==> src/rtl/aq_iu_div_pkg.sv <==
// Shared constants, state encoding and operand-extension helper for the lc164 divide controller.
package aq_iu_div_pkg;

    localparam int unsigned DIV_W = 64;

    localparam logic [2:0] IDLE  = 3'd0;
    localparam logic [2:0] PREP0 = 3'd1;
    localparam logic [2:0] PREP1 = 3'd2;
    localparam logic [2:0] ALIGN = 3'd3;
    localparam logic [2:0] ITER  = 3'd4;
    localparam logic [2:0] FIX   = 3'd5;
    localparam logic [2:0] DONE  = 3'd6;

    localparam logic [DIV_W-1:0] DIV_ALL_ONES  = {DIV_W{1'b1}};
    localparam logic [DIV_W-1:0] DIV_INT64_MIN = {1'b1, {(DIV_W-1){1'b0}}};
    localparam logic [DIV_W-1:0] DIV_INT32_MIN = {{(DIV_W-31){1'b1}}, {31{1'b0}}};

    // W forms only look at bits [31:0]; extend them to the full width.
    function automatic logic [DIV_W-1:0] div_word_ext(input logic [DIV_W-1:0] v,
                                                      input logic             word,
                                                      input logic             sext);
        return word ? {{(DIV_W-32){sext & v[31]}}, v[31:0]} : v;
    endfunction

endpackage

==> src/rtl/aq_iu_div_fixup.sv <==
// Combinational operand/result conditioning: word extend, absolute value or negate, result
// sign-extension from bit 31.
module aq_iu_div_fixup
    import aq_iu_div_pkg::*;
(
    input  logic [DIV_W-1:0] din,
    input  logic             word,
    input  logic             sext_in,
    input  logic             abs_en,
    input  logic             neg_en,
    input  logic             sext_out,
    output logic [DIV_W-1:0] dout
);

    logic [DIV_W-1:0] ext;
    logic [DIV_W-1:0] mag;
    logic             do_neg;

    always_comb begin
        ext    = div_word_ext(din, word, sext_in);
        do_neg = neg_en | (abs_en & ext[DIV_W-1]);
        mag    = do_neg ? -ext : ext;
        // Result magnitudes are zero-extended before negation so that -2^31 survives in W form.
        dout   = (word & sext_out) ? div_word_ext(mag, 1'b1, 1'b1) : mag;
    end

endmodule

==> src/rtl/aq_iu_div_ctrl.sv <==
// Sequencing controller for the radix-4 shift-subtract divide kernel: owns the working
// registers, drives the kernel strobes and returns one fixed-up result per request.
module aq_iu_div_ctrl #(
    parameter int unsigned DIV_W = 64
) (
    input  logic             div_clk,
    input  logic             cpurst_b,
    input  logic             ex_div_start,
    output logic             ex_div_ready,
    input  logic             ex_div_signed,
    input  logic             ex_div_word,
    input  logic             ex_div_rem,
    input  logic [DIV_W-1:0] ex_div_src0,
    input  logic [DIV_W-1:0] ex_div_src1,
    input  logic             rtu_flush,
    output logic             div_rslt_vld,
    input  logic             div_rslt_ack,
    output logic [DIV_W-1:0] div_rslt_data,
    output logic             div_prepare_src0,
    output logic             div_prepare_src1,
    output logic             div_align,
    output logic             div_iterating,
    input  logic             div_iter_cmplt,
    output logic [DIV_W-1:0] div_ff1_src,
    output logic [DIV_W-1:0] div_divisor_reg,
    output logic [DIV_W-1:0] div_remainder_reg,
    output logic [DIV_W-1:0] div_quotient_reg,
    input  logic [DIV_W-1:0] div_divisor_update_data,
    input  logic [DIV_W-1:0] div_remainder_reg_updt,
    input  logic [DIV_W-1:0] div_quotient_reg_updt
);

    import aq_iu_div_pkg::*;

    logic [2:0]       state_q, state_d;
    logic [DIV_W-1:0] divisor_q, remainder_q, quotient_q, rslt_q;
    logic             signed_q, word_q, rem_q, q_neg_q, r_neg_q;

    logic [DIV_W-1:0] ext0, ext1, abs0, abs1, fix_val, fix_sel;
    logic             sign0, sign1, div_zero, ovf, special, accept, fix_neg;

    aq_iu_div_fixup u_cond0 (
        .din      (ex_div_src0),
        .word     (ex_div_word),
        .sext_in  (ex_div_signed),
        .abs_en   (ex_div_signed),
        .neg_en   (1'b0),
        .sext_out (1'b0),
        .dout     (abs0)
    );

    aq_iu_div_fixup u_cond1 (
        .din      (ex_div_src1),
        .word     (ex_div_word),
        .sext_in  (ex_div_signed),
        .abs_en   (ex_div_signed),
        .neg_en   (1'b0),
        .sext_out (1'b0),
        .dout     (abs1)
    );

    always_comb begin
        ext0     = div_word_ext(ex_div_src0, ex_div_word, ex_div_signed);
        ext1     = div_word_ext(ex_div_src1, ex_div_word, ex_div_signed);
        sign0    = ex_div_signed & ext0[DIV_W-1];
        sign1    = ex_div_signed & ext1[DIV_W-1];
        div_zero = (ext1 == '0);
        ovf      = ex_div_signed & (ext1 == DIV_ALL_ONES)
                   & (ext0 == (ex_div_word ? DIV_INT32_MIN : DIV_INT64_MIN));
        special  = div_zero | ovf;
    end

    assign ex_div_ready = (state_q == IDLE) & ~rtu_flush;
    assign accept       = ex_div_start & ex_div_ready;

    always_comb begin
        fix_sel = rem_q ? remainder_q : quotient_q;
        fix_neg = signed_q & (rem_q ? r_neg_q : q_neg_q);
    end

    aq_iu_div_fixup u_fix (
        .din      (fix_sel),
        .word     (word_q),
        .sext_in  (1'b0),
        .abs_en   (1'b0),
        .neg_en   (fix_neg),
        .sext_out (1'b1),
        .dout     (fix_val)
    );

    always_comb begin
        state_d = state_q;
        case (state_q)
            IDLE:    if (accept) state_d = special ? FIX : PREP0;
            PREP0:   state_d = PREP1;
            PREP1:   state_d = ALIGN;
            ALIGN:   state_d = ITER;
            ITER:    if (div_iter_cmplt) state_d = FIX;
            FIX:     state_d = DONE;
            DONE:    if (div_rslt_ack) state_d = IDLE;
            default: state_d = IDLE;
        endcase
        if (rtu_flush) state_d = IDLE;
    end

    // Strobes come from state only; flush gates them in the same cycle.
    always_comb begin
        div_prepare_src0 = (state_q == PREP0) & ~rtu_flush;
        div_prepare_src1 = (state_q == PREP1) & ~rtu_flush;
        div_align        = (state_q == ALIGN) & ~rtu_flush;
        div_iterating    = (state_q == ITER)  & ~rtu_flush;
        div_rslt_vld     = (state_q == DONE)  & ~rtu_flush;
        case (state_q)
            PREP0:   div_ff1_src = remainder_q;
            PREP1:   div_ff1_src = divisor_q;
            default: div_ff1_src = '0;
        endcase
    end

    always_ff @(posedge div_clk or negedge cpurst_b) begin
        if (!cpurst_b) begin
            state_q <= IDLE;
        end else begin
            state_q <= state_d;
        end
    end

    always_ff @(posedge div_clk or negedge cpurst_b) begin
        if (!cpurst_b) begin
            divisor_q   <= '0;
            remainder_q <= '0;
            quotient_q  <= '0;
            rslt_q      <= '0;
            signed_q    <= 1'b0;
            word_q      <= 1'b0;
            rem_q       <= 1'b0;
            q_neg_q     <= 1'b0;
            r_neg_q     <= 1'b0;
        end else begin
            if (accept) begin
                signed_q  <= ex_div_signed;
                word_q    <= ex_div_word;
                rem_q     <= ex_div_rem;
                divisor_q <= abs1;
                // Special cases preload the final raw answer and suppress sign fix-up.
                if (div_zero) begin
                    remainder_q <= ext0;
                    quotient_q  <= DIV_ALL_ONES;
                    q_neg_q     <= 1'b0;
                    r_neg_q     <= 1'b0;
                end else if (ovf) begin
                    remainder_q <= '0;
                    quotient_q  <= ext0;
                    q_neg_q     <= 1'b0;
                    r_neg_q     <= 1'b0;
                end else begin
                    remainder_q <= abs0;
                    quotient_q  <= '0;
                    q_neg_q     <= sign0 ^ sign1;
                    r_neg_q     <= sign0;
                end
            end
            if (div_align) begin
                divisor_q <= div_divisor_update_data;
            end
            if (div_iterating) begin
                divisor_q   <= div_divisor_update_data;
                remainder_q <= div_remainder_reg_updt;
                quotient_q  <= div_quotient_reg_updt;
            end
            if ((state_q == FIX) && !rtu_flush) begin
                rslt_q <= fix_val;
            end
        end
    end

    assign div_rslt_data     = rslt_q;
    assign div_divisor_reg   = divisor_q;
    assign div_remainder_reg = remainder_q;
    assign div_quotient_reg  = quotient_q;

endmodule

==> config.mk <==
export PLATFORM = sky130hd
export DESIGN_NAME = aq_iu_div_ctrl
export DESIGN_NICKNAME = d
export VERILOG_FILES = /design/src/rtl/aq_iu_div_pkg.sv /design/src/rtl/aq_iu_div_fixup.sv /design/src/rtl/aq_iu_div_ctrl.sv
export SDC_FILE = /design/constraint.sdc
export NUM_CORES = 1
export LEC_CHECK = 0
export CAP_MARGIN = 40
export CORE_AREA = 2 2 254 256
export CTS_CLUSTER_SIZE = 8
export DETAILED_ROUTE_END_ITERATION = 10
export DIE_AREA = 0 0 256 258
export PLACE_DENSITY = 0.68
export SYNTH_ARGS = -nofsm -noshare
export SYNTH_HDL_FRONTEND = slang
export SYNTH_HIERARCHICAL = 1
export SYNTH_SLANG_ARGS = --single-unit
==> constraint.sdc <==
create_clock -name div_clk -period 7.5 [get_ports div_clk]
set_input_delay 0.75 -clock div_clk [delete_from_list [all_inputs] [get_ports div_clk]]
set_output_delay 0.75 -clock div_clk [all_outputs]
set_load 0.005 [all_outputs]
[Word-level counts from Yosys, hierarchy flattened]
Cells that the tools add are included.
Cells by class
  add/sub/neg operators: 3
  equality and inequality tests: 11
  multiplexer cells: 32
  bitwise gates (word level): 17
  reduce and logical (&&, ||, !) cells: 7
Operators by type and width (count)
  64-bit two-way mux: 19
  64-bit negator: 3
  64-bit one-hot mux with 2 select lines: 1
  64-bit == test: 1
  64-bit == test, second input constant: 1
  64-bit zero test: 1
  63-bit two-way mux: 1
  3-bit one-hot mux with 7 select lines: 1
  3-bit two-way mux: 5
  1-bit AND: 14
  3-bit == test, second input constant: 3
  3-bit != test, second input constant: 3
  3-bit by 2-bit == test with 1-bit output, second input constant: 2
  1-bit two-way mux: 5
  3-bit by 1-bit == test with 1-bit output, second input constant: 1
  3-bit zero test: 1
  3-bit AND reduction: 1
  3-bit nonzero test: 1
  2-bit nonzero test: 1
  1-bit logical AND: 1
  1-bit zero test: 1
  1-bit inverter: 1
  1-bit OR: 1
  1-bit XOR: 1
Word-level totals
  register bits after elaboration: 264
  input bits: 329
  output and inout bits: 326
  word-level logic and storage cells: 80

[Depth between registers and ports, before layout]
Gate-level depths: netlist of run 1.
  depth in word-level cells: 10
  mapped depth: 14
  mapped depth without buffers: 11

[Cells and area by module]
The synthesis of run 1 kept the hierarchy.
Modules (own cells, without submodules)
  aq_iu_div_ctrl: times used 1, cells each 1418, area an instance 13953.4 µm²
  aq_iu_div_fixup at u_cond1 ...: times used 2, cells each 374, area an instance 2364.8 µm²
  aq_iu_div_fixup at u_cond0: times used 1, cells each 380, area an instance 2374.8 µm²

[Worst setup path before layout of run 1]
No wires, ideal clock.
  kind: flip-flop to flip-flop
  start: register rem_q
  end: register rslt_q[48], in the netlist div_rslt_data[48]
  library setup time: 125 ps
  arrival: 4066 ps
  data required time: 7375 ps
  slack: 3309 ps
  stages on the path, launching flop included: 14
  period minus slack after synthesis: 4191 ps
  cells stage by stage: dfrtp_1 -> clkbuf_1 -> clkbuf_1 -> mux2_2 -> or4_1 -> clkbuf_1 -> or4_1 -> clkbuf_1 -> or4_1 -> buf_2 -> o41ai_4 -> xor2_1 -> o211ai_1 -> mux2_2
Between the ends
  word-level cells in the longest chain between the ends: 5
  elaborated cells on any way between the ends: 7
  those cells by class: add/sub: 1; mux: 5; bitwise: 1
RTL lines
  start, declared: RTL line aq_iu_div_ctrl.sv:37  | logic signed_q, word_q, rem_q, q_neg_q, r_neg_q;
  start signal, assigned: RTL line aq_iu_div_ctrl.sv:143  | rem_q <= ex_div_rem;
  64-bit two-way mux (*): RTL line aq_iu_div_ctrl.sv:77  | fix_sel = rem_q ? remainder_q : quotient_q;
  named net fix_sel[31]: RTL line aq_iu_div_ctrl.sv:39  | logic [DIV_W-1:0] ext0, ext1, abs0, abs1, fix_val, fix_sel;
  64-bit two-way mux (*): RTL line aq_iu_div_pkg.sv:22  | return word ? {{(DIV_W-32){sext & v[31]}}, v[31:0]} : v;
  64-bit negator: RTL line aq_iu_div_fixup.sv:22  | mag = do_neg ? -ext : ext;
  64-bit two-way mux (*): RTL line aq_iu_div_fixup.sv:22
  64-bit two-way mux (*): RTL line aq_iu_div_fixup.sv:24  | dout = (word & sext_out) ? div_word_ext(mag, 1'b1, 1'b1) : mag;
  named net fix_val[48]: RTL line aq_iu_div_ctrl.sv:39
  end signal, assigned: RTL line aq_iu_div_ctrl.sv:172  | rslt_q <= fix_val;
  end, declared: RTL line aq_iu_div_ctrl.sv:36  | logic [DIV_W-1:0] divisor_q, remainder_q, quotient_q, rslt_q;
The timed path passes the listed nets; every way through them passes the cells marked *.
A chain may end at the register's enable or synchronous reset.

[Worst setup path in the final report of run 1]
  start: register rem_q
  end: register rslt_q[48], in the netlist div_rslt_data[48]
Between the ends
  word-level cells in the longest chain between the ends: 5
  elaborated cells on any way between the ends: 7
  those cells by class: add/sub: 1; mux: 5; bitwise: 1
RTL lines (RTL line)
  64-bit two-way mux: aq_iu_div_ctrl.sv:77
  named net fix_sel[19]: aq_iu_div_ctrl.sv:39
  64-bit two-way mux: aq_iu_div_pkg.sv:22
  64-bit negator: aq_iu_div_fixup.sv:22
  64-bit two-way mux: aq_iu_div_fixup.sv:22
  64-bit two-way mux: aq_iu_div_fixup.sv:24
  named net fix_val[48]: aq_iu_div_ctrl.sv:39
The timed path passes the listed nets, and every way through them passes these cells.

==> out/qor.csv, run 1 <==
metric,value,unit
run_status,completed,
synth_enable_flop_cells,0,
worst-path-max-fanout,39,
synth_top_flop_cell,sky130_fd_sc_hd__dfrtp_1,
global_route.usage.total,31.53,%
htree_levels,2,
cts_root_buf,sky130_fd_sc_hd__clkbuf_16,
crit_required,7.95,ns
num_io_pins,655,
data_arrival_at_the_endpoint_of_the_critical_path,5.18,ns
critical_path.slowest_cell,sky130_fd_sc_hd__dfrtp_2,
grt_setup_unrepaired,false,
globalRouteMet2Util,50.88,%
core,0.06365,mm2
synth_compound_area_share,23.47,%
yosysWarnings,6,
largest_clock_skew_in_the_final_design,0.01828,ns
netlist.area_leader.share,31.37,%
numCtsBuffers,40,
r2r_start,rem_q,
route.detailed.vias_per_inst,6.050,
postPlaceCellArea,0.02851,mm2
post_synth_xor_area_fraction,5.740,%
critical_path.reg2reg.endpoint,div_rslt_data[48],
worst_hold_path_type,input pin to async pin,
first_pass_grt_wire_length,158100,um
post-synth-top-area-cell,sky130_fd_sc_hd__dfrtp_1,
setup_violations,0,
fin_crit_sh,62.98,%
timing_worst_setup_path_type,register to register,
leakage,11.74,nW
dominant_combinational_cell_family_by_area_after_synthesis,simple AND/OR/NAND/NOR gates,
globalRouteMet1Util,41.59,%
holdBufCountCts,0,
die_height,258,um
synth_top_cells_by_area,"sky130_fd_sc_hd__dfrtp_1 31%, sky130_fd_sc_hd__mux2_2 7.0%, sky130_fd_sc_hd__nand2_1 4.6%",
asyncSetResetFlopFracSynth,100.0,%
drcViolationCount,0,
worst_setup_ep_type,register,
globalplace.congestion,0.9961,
synth-seq-area-share,31.37,%
cts.repair_timing.setup_buffer_count,0,
synthMuxAreaShare,10.99,%
port_buffers,654,
grt_max_degree,112,
final-max-slew-violation-count,0,
die_area,0.06605,mm2
gr-total-overflow,0,
wl,109200,um
timing.critical_path.cells,"buf_4, mux2_2, nor4_1, nand3_1, or4_1, o41ai_4, xor2_1, o211ai_1, mux2_2",
timing_worst_slew_pin_value,0.9512,ns
post_synth_instance_area,0.02106,mm2
clk_pin_slew_worst_setup_hold_paths,0.05,ns
fin_total_pwr,8.980,mW
setup_tns,0,ns
detailedRoute.firstIterationViolations,2919,
setup_ws,2.777,ns
post-route-min-period,4.723,ns
postSynthCellCount,2546,
worst_path_most_repeated_cell,sky130_fd_sc_hd__mux2_2,
hpwlAfterDp,82620,um
max_freq,211.7,MHz
final_layout_size_suffix_gt1_share,9.760,%
grt_use_met3,7.528,%
critPathBufInv,1,
die-width,256,um
placementRows,93,
final.fill_count,6203,
tritoncts_clock_tree,yes,
timing.slew.headroom,36.58,%
synth_commonest_cells,"264 x sky130_fd_sc_hd__dfrtp_1, 260 x sky130_fd_sc_hd__nand2_1, 185 x sky130_fd_sc_hd__nor2_1, 185 x sky130_fd_sc_hd__o21ai_0, 182 x sky130_fd_sc_hd__clkbuf_1",
cts-root-to-sink-buffers,3,
final_antenna_net_count,0,
synth_fa_ha_area_share,0.1783,%
cts.sink_count,264,
finish.instance_area,0.02968,mm2
netlist-cell-type-count,88,
gr-max-usage-layer,met2,
vdd_ir_drop_max,0.2088,mV
hold_viol_final,0,
syn_avg_cell_area,8.271,um2
total_number_of_vias,24150,
max-cap-violations,0,
critical-path-top-delay-family,simple AND/OR/NAND/NOR gates,
cpPeakStageDelay,0.95,ns
power_density,302.6,mW/mm2
ys_ff_latch,264,
finish.net_count,3445,
start_kind,register,
place_ws,2.739,ns
quantity_of_gates_resized_following_cts,0,
regToRegSetupSlack,2.78,ns
drt-wirelength-per-cell,27.35,um
worst_skew_pair.late_latency,0.57,ns
floorplan.initialDensity,33.08,%
synth_simple_gate_area_share,23.89,%
worst_r2r_path_depth,9,
areaGrowthSynthToFinish,40.93,%
first_global_vias,23040,
drtPass1Iterations,6,
number_of_antenna_violations_at_the_first_check_in_global_routing,22,
synth_most_common_cell,sky130_fd_sc_hd__dfrtp_1,
==> stage by stage <==
step                      utilization, %  cells  hold slack, ns
after floorplan                        -   2574          0.4384
after global placement             44.58   3915          0.4542
after detailed placement           44.79   3926          0.4713
after CTS                          46.58   3980          0.2950
after global routing               46.60   3986          0.3266
final                              46.62   3992          0.2538
==> placed cells by master (no fill, tap or decap), types with 68 or more instances in the layout <==
cell and instances:
sky130_fd_sc_hd__o21ai_0 185, sky130_fd_sc_hd__mux2i_1 85, sky130_fd_sc_hd__a21oi_1 111, sky130_fd_sc_hd__mux2_2 130, sky130_fd_sc_hd__dfrtp_1 263, sky130_fd_sc_hd__nor4_1 68
sky130_fd_sc_hd__a31oi_1 91, sky130_fd_sc_hd__xnor2_1 95, sky130_fd_sc_hd__nand2_1 259, sky130_fd_sc_hd__nor2_1 182, sky130_fd_sc_hd__or3_1 78, sky130_fd_sc_hd__nor3_1 109
sky130_fd_sc_hd__clkdlybuf4s50_1 652
==> area by class of cell <==
class	count	area, um2	area share, %
inverter	24	90.09	0.3036
clock buffer	50	1080	3.639
tap	855	1070	3.605
antenna	12	30.03	0.1012
timing repair buffer	703	6969	23.48
multi-input combinational	2080	13770	46.41
sequential	264	6608	22.27
clock inverter	4	56.30	0.1897
==> cells by family after synthesis <==
logic type | count (synthesis)
and+or+nand+nor | 958
AOI/OAI and AO/OA | 736
DFF | 264
buffers and inverters | 230
muxes | 215
xor gates and xnor gates | 138
adders and majority gates | 3
other | 2
==> layer usage <==
layer,up-vias,wire length (um)
met2,1373,50050
met4,26,3571
met3,237,9702
met1,11790,45680
met5,-,179
li1,10730,-
==> power breakdown <==
| group | switching, mW | internal, mW |
|---|---|---|
| logic | 2.02 | 2.36 |
| clock network | 0.714 | 1.00 |
| registers | 0.921 | 1.97 |
==> how the worst max path moves through the flow <==
| stage | start | endpoint | slack (ns) | cells past startpoint |
|---|---|---|---|---|
| floorplan | rem_q | div_rslt_data[48] | 3.31 | 13 |
| global placement | ex_div_src0[0] | div_quotient_reg[31] | 2.42 | 8 |
| detailed placement | ex_div_signed | div_divisor_reg[56] | 2.74 | 9 |
| CTS | rem_q | div_rslt_data[48] | 2.82 | 9 |
| global route | rem_q | div_rslt_data[48] | 2.55 | 9 |
| finish | rem_q | div_rslt_data[48] | 2.78 | 9 |
No activity file was read; power rests on OpenSTA's default activity.
==> run 2: changes to the inputs <==
==> constraint.sdc (replaced) <==
create_clock -name div_clk -period 5 [get_ports div_clk]
set_input_delay 0.5 -clock div_clk [delete_from_list [all_inputs] [get_ports div_clk]]
set_output_delay 0.5 -clock div_clk [all_outputs]
set_load 0.005 [all_outputs]
==> out/qor.csv, run 2 (synthesis gave the netlist of run 1 again) <==
metric,value,unit
cpPeakStageDelay,0.84,ns
routed-wl-met2,49500,um
clk_pin_slew_worst_setup_hold_paths,0.05,ns
grt_max_degree,161,
finish.net_count,3471,
place_ws,0.7243,ns
drcViolationCount,0,
port_buffers,654,
fin_total_pwr,13.61,mW
finish.instance_area,0.02990,mm2
htree_levels,2,
most-common-layout-cells,"652 x sky130_fd_sc_hd__clkdlybuf4s50_1, 263 x sky130_fd_sc_hd__dfrtp_1, 259 x sky130_fd_sc_hd__nand2_1",
worst_hold_path_type,input pin to async pin,
layoutNonFillerInstCount,4009,
areaGrowthSynthToFinish,41.97,%
num_io_pins,655,
drt-wirelength-per-cell,26.86,um
final_antenna_net_count,0,
grt_setup_unrepaired,false,
timing_worst_slew_pin_value,1.027,ns
critical_path.slowest_cell,sky130_fd_sc_hd__dfrtp_2,
hpwlAfterDp,82550,um
largest_clock_skew_in_the_final_design,0.02029,ns
finalHoldWorstSlack,0.4753,ns
worst_skew_pair.late_latency,0.58,ns
worst_setup_ep_type,register,
gr-total-overflow,0,
fin_crit_sh,85.78,%
worst-path-max-fanout,34,
first_pass_grt_wire_length,156400,um
leakage,11.89,nW
wl,107700,um
die_height,258,um
data_arrival_at_the_endpoint_of_the_critical_path,4.74,ns
run_status,completed,
route.detailed.vias_per_inst,6.021,
tritoncts_clock_tree,yes,
setup_ws,0.7109,ns
final_layout_size_suffix_gt1_share,10.51,%
regToRegSetupSlack,0.71,ns
die_area,0.06605,mm2
postPlaceCellArea,0.02872,mm2
cts-root-to-sink-buffers,3,
drtPass1Iterations,6,
numCtsBuffers,40,
r2r_start,rem_q,
floorplan.initialDensity,33.08,%
placementRows,93,
place.detailed.instances,3951,
critical_path.reg2reg.endpoint,div_rslt_data[48],
start_kind,register,
cts_root_buf,sky130_fd_sc_hd__clkbuf_16,
cts.repair_timing.setup_buffer_count,0,
maxUsedRoutingLayer,met5,
vdd_ir_drop_max,0.2565,mV
cp_launch_point,rem_q,
finalCoreUtilization,46.97,%
timing.critical_path.cells,"mux2_2, or4_1, or4_1, or4_1, o41ai_4, xor2_1, o211ai_1, mux2_2",
die-width,256,um
max-cap-violations,0,
globalplace.congestion,1.027,
global_route.usage.total,31.17,%
first_global_vias,23020,
timing.slew.headroom,31.52,%
cts.sink_count,264,
total_number_of_vias,24140,
final.fill_count,6203,
worst_path_most_repeated_cell,sky130_fd_sc_hd__or4_1,
max_freq,233.2,MHz
power_density,455.1,mW/mm2
core,0.06365,mm2
critical-path-top-delay-family,simple AND/OR/NAND/NOR gates,
hold_viol_final,0,
metal1_wirelength,44160,um
met3WireLength,10060,um
setup_tns,0,ns
layout.cells.most_common,sky130_fd_sc_hd__clkdlybuf4s50_1,
critPathBufInv,0,
crit_required,5.46,ns
post-route-min-period,4.289,ns
number_of_antenna_violations_at_the_first_check_in_global_routing,23,
detailedRoute.firstIterationViolations,3201,
final-max-slew-violation-count,0,
setup_violations,0,
timing_worst_setup_path_type,register to register,
worst_r2r_path_depth,8,
run 2: cell types whose count changed in the layout (fill, tap and decap cells not counted), sizes merged:
cell / change
buf: +26
bufinv: +1
clkbuf: -2
clkdlybuf4s15: +1
clkdlybuf4s18: -2
clkinv: -3
diode: -7
dlygate4sd3: +1
inv: +2
run 2: final cells by class:
class / count / area, um2 / area share [%]
clock buffer: 48 / 1082 / 3.620
clock inverter: 4 / 75.07 / 0.2511
sequential: 264 / 6608 / 22.10
timing repair buffer: 729 / 7186 / 24.04
multi-input combinational: 2080 / 13770 / 46.07
inverter: 24 / 90.09 / 0.3013
antenna: 5 / 12.51 / 0.04185
tap: 855 / 1070 / 3.578
run 2: worst max-delay path by stage:
stage / to / cells after the start
after floorplan: div_rslt_data[48] / 13
after global placement: div_divisor_reg[59] / 9
after detailed placement: div_rslt_data[48] / 8
after CTS: div_rslt_data[48] / 8
after global routing: div_rslt_data[59] / 8
final: div_rslt_data[48] / 8
run 2: timing repair:
action,4_1_cts,5_1_grt
hold endpoints to repair,71,0
resized for setup,0,0
hold buffers,1,0
run 2: where the power goes:
part | switching, mW | internal [mW]
clock network | 1.09 | 1.56
logic | 3.05 | 3.57
registers | 1.38 | 2.96
total | 5.52 | 8.09
run 2: per-layer routing:
layer,GRT usage [%],vias to the layer above
met5,0,-
li1,-,10770
met1,40.87,11650
met3,7.175,276
met2,50.66,1413
met4,10.36,28
